===== src/rtl/ipm_fifo_pkg.sv =====
// Shared definitions for the distributed-RAM FIFO family: read-mode names,
// count width helper and the FWFT output-stage state encoding.
package ipm_fifo_pkg;

  localparam string RM_STD  = "STD";
  localparam string RM_FWFT = "FWFT";

  typedef enum logic {
    FWFT_EMPTY = 1'b0,
    FWFT_VALID = 1'b1
  } fwft_state_e;

  function automatic int unsigned cnt_width(input int unsigned addr_width);
    return addr_width + 1;
  endfunction

endpackage


===== src/rtl/ipm_dist_sdpram_1clk.sv =====
// Single-clock distributed simple-dual-port RAM: registered write port,
// combinational read port. Contents are intentionally not reset.
module ipm_dist_sdpram_1clk #(
  parameter int unsigned ADDR_WIDTH = 4,
  parameter int unsigned DATA_WIDTH = 8
) (
  input  logic                  clk,
  input  logic                  wr_en,
  input  logic [ADDR_WIDTH-1:0] wr_addr,
  input  logic [DATA_WIDTH-1:0] wr_data,
  input  logic [ADDR_WIDTH-1:0] rd_addr,
  output logic [DATA_WIDTH-1:0] rd_data
);

  logic [DATA_WIDTH-1:0] mem [2**ADDR_WIDTH];

  always_ff @(posedge clk) begin
    if (wr_en) mem[wr_addr] <= wr_data;
  end

  assign rd_data = mem[rd_addr];

endmodule


===== src/rtl/ipm_distributed_sync_fifo_v1_0.sv =====
// Single-clock FIFO over a distributed SDPRAM with registered flags, occupancy
// count, sticky error flags and STD or first-word-fall-through read mode.
module ipm_distributed_sync_fifo_v1_0
  import ipm_fifo_pkg::*;
#(
  parameter int unsigned ADDR_WIDTH = 4,
  parameter int unsigned DATA_WIDTH = 8,
  parameter string       READ_MODE  = "STD",
  parameter int unsigned AFULL_TH   = (2**ADDR_WIDTH) - 2,
  parameter int unsigned AEMPTY_TH  = 2
) (
  input  logic                  clk,
  input  logic                  rst_n,
  input  logic                  wr_en,
  input  logic [DATA_WIDTH-1:0] wr_data,
  input  logic                  rd_en,
  output logic [DATA_WIDTH-1:0] rd_data,
  output logic                  rd_valid,
  output logic                  wr_full,
  output logic                  wr_afull,
  output logic                  rd_empty,
  output logic                  rd_aempty,
  output logic [ADDR_WIDTH:0]   data_cnt,
  output logic                  overflow,
  output logic                  underflow
);

  localparam int unsigned   DEPTH    = 2**ADDR_WIDTH;
  localparam int unsigned   PW       = ADDR_WIDTH + 1;
  localparam int unsigned   CW       = cnt_width(ADDR_WIDTH);
  localparam bit            IS_FWFT  = (READ_MODE == RM_FWFT);
  localparam logic [CW-1:0] AFULL_V  = CW'(AFULL_TH);
  localparam logic [CW-1:0] AEMPTY_V = CW'(AEMPTY_TH);

  initial begin
    if (ADDR_WIDTH < 4 || ADDR_WIDTH > 10)
      $error("ADDR_WIDTH %0d outside 4..10", ADDR_WIDTH);
    if (AFULL_TH > DEPTH)
      $error("AFULL_TH %0d exceeds DEPTH %0d", AFULL_TH, DEPTH);
    if (AEMPTY_TH >= AFULL_TH)
      $error("AEMPTY_TH %0d must be below AFULL_TH %0d", AEMPTY_TH, AFULL_TH);
    if (READ_MODE != RM_STD && READ_MODE != RM_FWFT)
      $error("READ_MODE must be STD or FWFT");
  end

  logic [PW-1:0]         wr_ptr, rd_ptr, wr_ptr_nxt, rd_ptr_nxt;
  logic [CW-1:0]         cnt_nxt;
  logic [DATA_WIDTH-1:0] ram_rd_data;
  logic                  wr_acc, ram_pop, ram_empty, rd_rej;
  logic                  full_nxt, rd_empty_nxt, rd_valid_nxt;
  fwft_state_e           state, state_nxt;

  ipm_dist_sdpram_1clk #(
    .ADDR_WIDTH(ADDR_WIDTH),
    .DATA_WIDTH(DATA_WIDTH)
  ) u_ram (
    .clk    (clk),
    .wr_en  (wr_acc),
    .wr_addr(wr_ptr[ADDR_WIDTH-1:0]),
    .wr_data(wr_data),
    .rd_addr(rd_ptr[ADDR_WIDTH-1:0]),
    .rd_data(ram_rd_data)
  );

  // wr_full tracks the RAM only; in FWFT the output stage holds one more word,
  // so data_cnt can reach DEPTH+1 there.
  always_comb begin
    wr_acc    = wr_en && !wr_full;
    ram_empty = (wr_ptr == rd_ptr);
    state_nxt = state;
    ram_pop   = 1'b0;
    rd_rej    = 1'b0;
    if (IS_FWFT) begin
      rd_rej = rd_en && (state == FWFT_EMPTY);
      case (state)
        FWFT_EMPTY: if (!ram_empty) begin
          ram_pop   = 1'b1;
          state_nxt = FWFT_VALID;
        end
        FWFT_VALID: if (rd_en) begin
          if (!ram_empty) ram_pop   = 1'b1;
          else            state_nxt = FWFT_EMPTY;
        end
      endcase
    end else begin
      rd_rej  = rd_en && rd_empty;
      ram_pop = rd_en && !rd_empty;
    end

    wr_ptr_nxt   = wr_ptr + PW'(wr_acc);
    rd_ptr_nxt   = rd_ptr + PW'(ram_pop);
    full_nxt     = (wr_ptr_nxt[ADDR_WIDTH] != rd_ptr_nxt[ADDR_WIDTH]) &&
                   (wr_ptr_nxt[ADDR_WIDTH-1:0] == rd_ptr_nxt[ADDR_WIDTH-1:0]);
    cnt_nxt      = CW'(wr_ptr_nxt - rd_ptr_nxt) +
                   CW'(IS_FWFT && (state_nxt == FWFT_VALID));
    rd_empty_nxt = IS_FWFT ? (state_nxt == FWFT_EMPTY) : (wr_ptr_nxt == rd_ptr_nxt);
    rd_valid_nxt = IS_FWFT ? (state_nxt == FWFT_VALID) : ram_pop;
  end

  always_ff @(posedge clk or negedge rst_n) begin
    if (!rst_n) state <= FWFT_EMPTY;
    else        state <= state_nxt;
  end

  always_ff @(posedge clk or negedge rst_n) begin
    if (!rst_n) begin
      wr_ptr    <= '0;
      rd_ptr    <= '0;
      data_cnt  <= '0;
      rd_data   <= '0;
      rd_valid  <= 1'b0;
      wr_full   <= 1'b0;
      wr_afull  <= 1'b0;
      rd_empty  <= 1'b1;
      rd_aempty <= 1'b1;
      overflow  <= 1'b0;
      underflow <= 1'b0;
    end else begin
      wr_ptr    <= wr_ptr_nxt;
      rd_ptr    <= rd_ptr_nxt;
      data_cnt  <= cnt_nxt;
      rd_valid  <= rd_valid_nxt;
      wr_full   <= full_nxt;
      wr_afull  <= (cnt_nxt >= AFULL_V);
      rd_empty  <= rd_empty_nxt;
      rd_aempty <= (cnt_nxt <= AEMPTY_V);
      if (ram_pop)          rd_data   <= ram_rd_data;
      if (wr_en && wr_full) overflow  <= 1'b1;
      if (rd_rej)           underflow <= 1'b1;
    end
  end

endmodule

===== config.mk =====
export PLATFORM = sky130hd
export DESIGN_NAME = ipm_distributed_sync_fifo_v1_0
export DESIGN_NICKNAME = d
export VERILOG_FILES = /design/src/rtl/ipm_fifo_pkg.sv /design/src/rtl/ipm_dist_sdpram_1clk.sv /design/src/rtl/ipm_distributed_sync_fifo_v1_0.sv
export SDC_FILE = /design/constraint.sdc
export NUM_CORES = 1
export LEC_CHECK = 0
export ABC_AREA = 1
export ABC_CLOCK_PERIOD_IN_PS = 3650
export BUFFER_PORTS_ARGS = -buffer_cell sky130_fd_sc_hd__buf_4
export CAP_MARGIN = 20
export CORE_ASPECT_RATIO = 2
export CORE_MARGIN = 4
export CORE_UTILIZATION = 45
export DETAILED_ROUTE_END_ITERATION = 16
export PLACE_DENSITY_LB_ADDON = 0.15
export SLEW_MARGIN = 20
export SYNTH_ARGS = -nofsm -noshare
export SYNTH_HDL_FRONTEND = slang
export SYNTH_SLANG_ARGS = --single-unit

===== constraint.sdc =====
create_clock -name clk -period 3.65 [get_ports clk]
set_input_delay 0.73 -clock clk [delete_from_list [all_inputs] [get_ports clk]]
set_output_delay 0.73 -clock clk [all_outputs]
set_load 0.05 [all_outputs]

==> key figures, run 1 <==
Run status
  – Status: complete, no violations

Place
  – # port buffers: 31
  – Routability cong.: 0.8228
  – Final HPWL DP: roughly 11000 um
  – Place WS: 716.7 ps

Critical path
  – FF-to-FF End: rd_aempty
  – Crit-path cells: buf_4 -> inv_1 -> nor2_2 -> ha_1 -> ha_1 -> xnor2_1 -> ha_1 -> nor2_1 -> inv_1 -> nand2_1 -> nand2_1 -> a21oi_2 -> nand2_1 -> nor2_2
  – CP Depth: 14
  – R2r setup slk: 1090 ps
  – CP max FO: 11
  – Reg2Reg Depth: 12
  – Slowest stage delay, CP: about 420 ps
  – Critical path type: in -> reg
  – Worst setup path endpoint: rd_aempty
  – WP buf/inv: 3
  – Worst setup SP type: input port
  – Req. time, crit path: 4000 ps
  – CP endpoint kind: flop
  – CP top delay family: simple AND/OR/NAND/NOR gates
  – Worst Setup SP: rd_en
  – Crit path arrival time: between 2000 and 3000 ps
  – Worst flop-to-flop path startpoint: rd_empty
  – Worst path slowest cell: nor2_2

Drt
  – Total wire length: 16100 um
  – Vias/cell: approximately 5.3
  – First-pass iteration count of the detailed router: 5
  – Post-route ant nets: 0
  – DRC violations left: 0
  – Post-DR wirelength/cell: around 19 um
  – DR iter-0 viols: around 300
  – Vias: 4400

STA
  – Final Setup Violations: 0
  – Max Slew Vio Count: 0
  – Final hold violations: 0
  – Final clock skew: around 9 ps
  – RSZ-0062 raised after global routing: no
  – Setup_tns: 0 ps
  – Fin crit share: between 70% and 80%
  – Highest Clock Rate: approximately 390 MHz
  – Final WS setup: about 1100 ps
  – Final worst path period need: between 2000 and 3000 ps
  – Worst slew pin tran: between 800 and 900 ps
  – Max_slew headroom: a little over 40%

Synthesis
  – Syn_nets: 615
  – Number of synthesized register bits: 158
  – Mapped Cells: about 600
  – Yosys warning total: 0
  – Syn avg cell area: 11.17 um2
  – Top_reg_cell synth: edfxtp_1
  – Sequential cell area fraction in the yosys report: 69.16%
  – Post-synth ARST share: roughly a fifth
  – Distinct cell type count after synthesis: 31
  – EDFF count, synth: ~130
  – Netlist Area Pre-Place: roughly 0.0066 mm2

CTS
  – Worst-Skew Late Latency: just over 400 ps
  – CTS root buffer: clkbuf_16
  – CTS tree: done
  – Post-CTS setup buffers: 0
  – Clk sinks: roughly 160
  – H-tree depth: 4
  – Clock slew at reported path FFs: around 60 ps
  – Post-CTS Hold Fix Bufs: 0
  – CTS Buf Count: 17
  – Max clock buf depth: 2
  – Post-cts resize count: 0

Layout
  – Layout cells sized above 1: between 10% and 20%
  – Fin nets: 645
  – Final core utilization: between 50% and 60%
  – Diodes inserted: 0
  – Area Growth Syn to Fin: 14.18%

Global route
  – First-pass GRT wire length: 25160 um
  – Gr usage total: between 20% and 30%
  – Vias in the first global route: approximately 4500
  – Gr ovfl total: 0
  – Largest net degree at the start of global routing: 65
  – Initial antenna violation count: 0

Worst hold path
  – Hold Crit Class: in -> async

Die
  – Ports: 32
  – Rows: 62
  – Die Width: 93.94 um
  – Die Ht: roughly 180 um
  – Initial Util: about 46%
  – Core ar.: between 0.01 and 0.015 mm2
  – Die footprint: 0.01690 mm2

Pwr
  – PD cells: 942.9 mW/mm2
  – Pleak: 0.003004 uW
  – Maximum vdd drop: between 0.0006 and 0.0007 V

Job
  – MaxCap Viol Count: 0
-- per-layer routing --
layer	track usage (%)	share of wire [%]
met4	10.88	4.8
met3	4.017	3.4
met1	22.82	39
met2	34.83	53
met5	0	0
-- area by class of cell --
type                            instances  area (um2)
Timing Repair Buffer                   33       247.7
Inverter                               37       147.6
Fill cell                            1342        6840
Sequential cell                       158        4598
Tap cell                              192       240.2
Clock inverter                         11       143.9
Multi-Input combinational cell        378        1760
Clock buffer                           21       450.4
-- worst min-delay path by stage --
| stage | startpoint | to | cells after the start |
|---|---|---|---|
| 2_1_floorplan | rst_n | data_cnt[0] | 0 |
| 3_3_place_gp | overflow | overflow | 1 |
| 3_5_place_dp | overflow | overflow | 1 |
| 4_1_cts | rst_n | underflow | 1 |
| 5_1_grt | rst_n | underflow | 1 |
| 6_report | rst_n | underflow | 1 |
-- report_power, final --
group	switching [uW]	leakage (uW)	internal [uW]
Sequential	197	0.00151	2280
Clock	680	0.000292	1090
Combinational	2090	0.00120	823
Total	2960	0.00300	4190
-- cells in the final DEF, fill, tap and decap left out, drive strengths merged --
cell type,instances
nand2,169
edfxtp,128
nor2,69
o21ai,48
inv,36
buf,33
dfrtp,28
a21oi,26
nand3,21
clkbuf,21
o22ai,16
a21boi,9
clkinv,9
ha,8
nand4,7
bufinv,3
nor3,2
a21o,2
dfstp,2
xnor2,1
-- logic make-up (layout without fill, tap and decap cells) --
group,after synthesis,count (layout),synth area share [%]
buf+inv,59,102,4.348
flops,158,158,69.16
fa+ha+maj,8,8,1.506
xor+xnor,1,1,0.1318
simple gates,268,268,16.47
compound gates,101,101,8.377
-- synthesized netlist by cell type (all sizes together), types with 7 or more instances --
library cell,count,share of area (%)
a21boi,9,1.0
nor2,69,4.0
nand3,21,1.7
inv,37,2.2
nand4,7,0.66
o22ai,16,1.5
nand2,169,10
ha,8,1.5
edfxtp,128,58
o21ai,48,3.6
dfrtp,28,11
a21oi,26,2.0
buf,17,1.8
-- flip-flops by register name, summed over array words and instances, names as in the netlist --
register / cells
u_ram.mem: 128
rd_data: 8
data_cnt: 5
rd_ptr: 5
wr_ptr: 5
overflow: 1
rd_aempty: 1
rd_empty: 1
rd_valid: 1
underflow: 1
wr_afull: 1
wr_full: 1
-- metrics by stage --
| stage | power (uW) | hold WS [ps] | cell area [um2] | cells |
|---|---|---|---|---|
| finish | 7155 | 245.2 | 7589 | 830 |
| global route | 7608 | 261.4 | 7589 | 830 |
| CTS | 7197 | 246.9 | 7587 | 830 |
| detailed placement | 5410 | 446.1 | 6993 | 798 |
| global placement | 5373 | 441.8 | 6993 | 798 |
| floorplan | 4578 | 434.4 | 6646 | 595 |
-- worst register-to-register path, cell delays in order, from the launching register on --
cell     delay [ps]
dfstp_2         390
nor2_2          440
ha_1            320
ha_1            300
xnor2_1         160
ha_1            200
nor2_1          160
inv_1           100
nand2_1         100
nand2_1          90
a21oi_2         100
nand2_1          60
nor2_2           80
Note: power is estimated with default switching activity, not from simulation.
==> run 2: changes to the inputs <==
--- a/config.mk
+++ b/config.mk
@@ -6,7 +6,7 @@
 export NUM_CORES = 1
 export LEC_CHECK = 0
 export ABC_AREA = 1
-export ABC_CLOCK_PERIOD_IN_PS = 3650
+export ABC_CLOCK_PERIOD_IN_PS = 2500
 export BUFFER_PORTS_ARGS = -buffer_cell sky130_fd_sc_hd__buf_4
 export CAP_MARGIN = 20
 export CORE_ASPECT_RATIO = 2
==> constraint.sdc (replaced) <==
create_clock -name clk -period 2.5 [get_ports clk]
set_input_delay 0.5 -clock clk [delete_from_list [all_inputs] [get_ports clk]]
set_output_delay 0.5 -clock clk [all_outputs]
set_load 0.05 [all_outputs]
==> key figures, run 2 (synthesis gave the netlist of run 1 again) <==
Layout
  – Commonest non-fill, non-tap cell in the layout: nand2_1
  – Largest registers: u_ram.mem: 128 flops, rd_data: 8 flops
  – Max reg flops: 128
  – Area Growth Syn to Fin: 16.87%
  – Layout cells sized above 1: 16.52%
  – Diodes inserted: 0
  – Fillers: ~1300
  – Fin nets: roughly 670
  – Most frequent cells in the layout: 158 x nand2_1, 128 x edfxtp_1, 67 x nor2_1
  – Largest Register: u_ram.mem

Pwr
  – Pleak: approximately 0.0031 uW
  – Final Power: between 10000 and 15000 uW
  – Maximum vdd drop: about 0.001 V
  – PD cells: around 1400 mW/mm2

Critical path
  – Critical path type: reg -> reg
  – Reg2Reg Depth: 12
  – Worst flop-to-flop path startpoint: rd_empty
  – R2r setup slk: between 200 and 250 ps
  – Worst path slowest cell: dfstp_2
  – Crit-path cells: nor2_2 -> ha_1 -> ha_1 -> xnor2_1 -> ha_1 -> nor2_1 -> inv_1 -> nand2_1 -> nand2_1 -> a21oi_2 -> nand2_1 -> nor2_2
  – Worst Setup SP: rd_empty
  – Req. time, crit path: ~2900 ps
  – CP endpoint kind: flop
  – Crit path arrival time: roughly 2600 ps
  – Slowest stage delay, CP: around 560 ps
  – Worst setup SP type: flop
  – CP max FO: 4
  – Worst setup path endpoint: rd_aempty
  – FF-to-FF End: rd_aempty

CTS
  – CTS tree: done
  – CTS root buffer: clkbuf_16
  – CTS Buf Count: 17
  – Clk sinks: about 160
  – Post-CTS Hold Fix Bufs: 0
  – Clock slew at reported path FFs: approximately 60 ps
  – Worst-Skew Late Latency: between 400 and 500 ps
  – Post-CTS setup buffers: 0
  – H-tree depth: 4
  – Max clock buf depth: 2
  – Post-cts resize count: 0

Die
  – Ports: 32
  – Rows: 62
  – Core ar.: between 0.01 and 0.015 mm2
  – Die footprint: 0.01690 mm2
  – Initial Util: 46.06%
  – Die Width: between 90 and 100 um
  – Die Ht: ~180 um

STA
  – Setup_tns: 0 ps
  – Fin crit share: between 90 and 100%
  – Max_slew headroom: 52.97%
  – Final worst path period need: approximately 2300 ps
  – Final hold violations: 0
  – Highest Clock Rate: 443.3 MHz
  – Final Setup Violations: 0
  – Worst slew pin tran: ~700 ps
  – Max Slew Vio Count: 0
  – RSZ-0062 raised after global routing: no
  – Final WS setup: 244.0 ps
  – Final clock skew: between 7 and 8 ps

Job
  – MaxCap Viol Count: 0

Place
  – Routability cong.: between 0.8 and 0.9
  – Place WS: between 60 and 70 ps
  – Final HPWL DP: around 11000 um
  – # port buffers: 31

Drt
  – Post-route ant nets: 0
  – Vias/cell: around 5.2
  – Total wire length: approximately 16000 um
  – Post-DR wirelength/cell: between 15 and 20 um
  – DR iter-0 viols: a little over 300
  – Vias: roughly 4400
  – DRC violations left: 0
  – First-pass iteration count of the detailed router: 5

Global route
  – First-pass GRT wire length: around 25000 um
  – Vias in the first global route: 4442
  – Gr ovfl total: 0
  – Initial antenna violation count: 0
  – Gr usage total: 19.71%
  – Largest net degree at the start of global routing: 65

Worst hold path
  – Hold Crit Class: in -> async

Run status
  – Status: complete, no violations
## run 2: routing by layer
layer	track usage (%)	wire length, um	vias up	part of all wire (%)
met1	22.64	5993	2155	38
met5	0	0	-	0
met4	8.449	481	0	3.0
met3	2.929	460	22	2.9
li1	-	-	2149	-
met2	35.55	8858	114	56
## run 2: critical path: cells and delay by family (launching register included)
kind            cells  cell delay (ps)
fa+ha+maj           3              760
simple gates        6              540
buf+inv             1               90
flops               1              560
xor+xnor            1              150
compound gates      1              100
## run 2: area by class of cell
type	count	area (um2)	area share [%]
timing repair buffer	55	425.4	5.477
multi-input combinational	378	1760	22.66
clock buffer	19	432.9	5.573
inverter	37	146.4	1.885
tap	192	240.2	3.093
sequential	158	4598	59.20
clock inverter	13	163.9	2.110
## run 2: worst min path at each step
stage | startpoint | to | slack (ps) | cells past startpoint
2_1_floorplan | rst_n | data_cnt[0] | 200 | 0
3_5_place_dp | underflow | underflow | 450 | 1
4_1_cts | rst_n | underflow | 20 | 1
5_1_grt | rst_n | underflow | 30 | 1
3_3_place_gp | overflow | overflow | 440 | 1
6_report | rst_n | underflow | 20 | 1
## run 2: where the power goes
part,switching (uW),internal (uW)
combinational,3050,1300
sequential,260,3320
clock,1000,1580
## run 2: stage by stage
stage | utilization [%] | hold WS, ps | instance area, um2 | std cells
2_1_floorplan | - | 204.4 | 6646 | 595
3_3_place_gp | 49.70 | 443.8 | 7171 | 820
3_5_place_dp | 49.70 | 454.0 | 7171 | 820
4_1_cts | 53.83 | 24.22 | 7767 | 852
5_1_grt | 53.83 | 27.74 | 7767 | 852
6_report | 53.83 | 18.40 | 7767 | 852
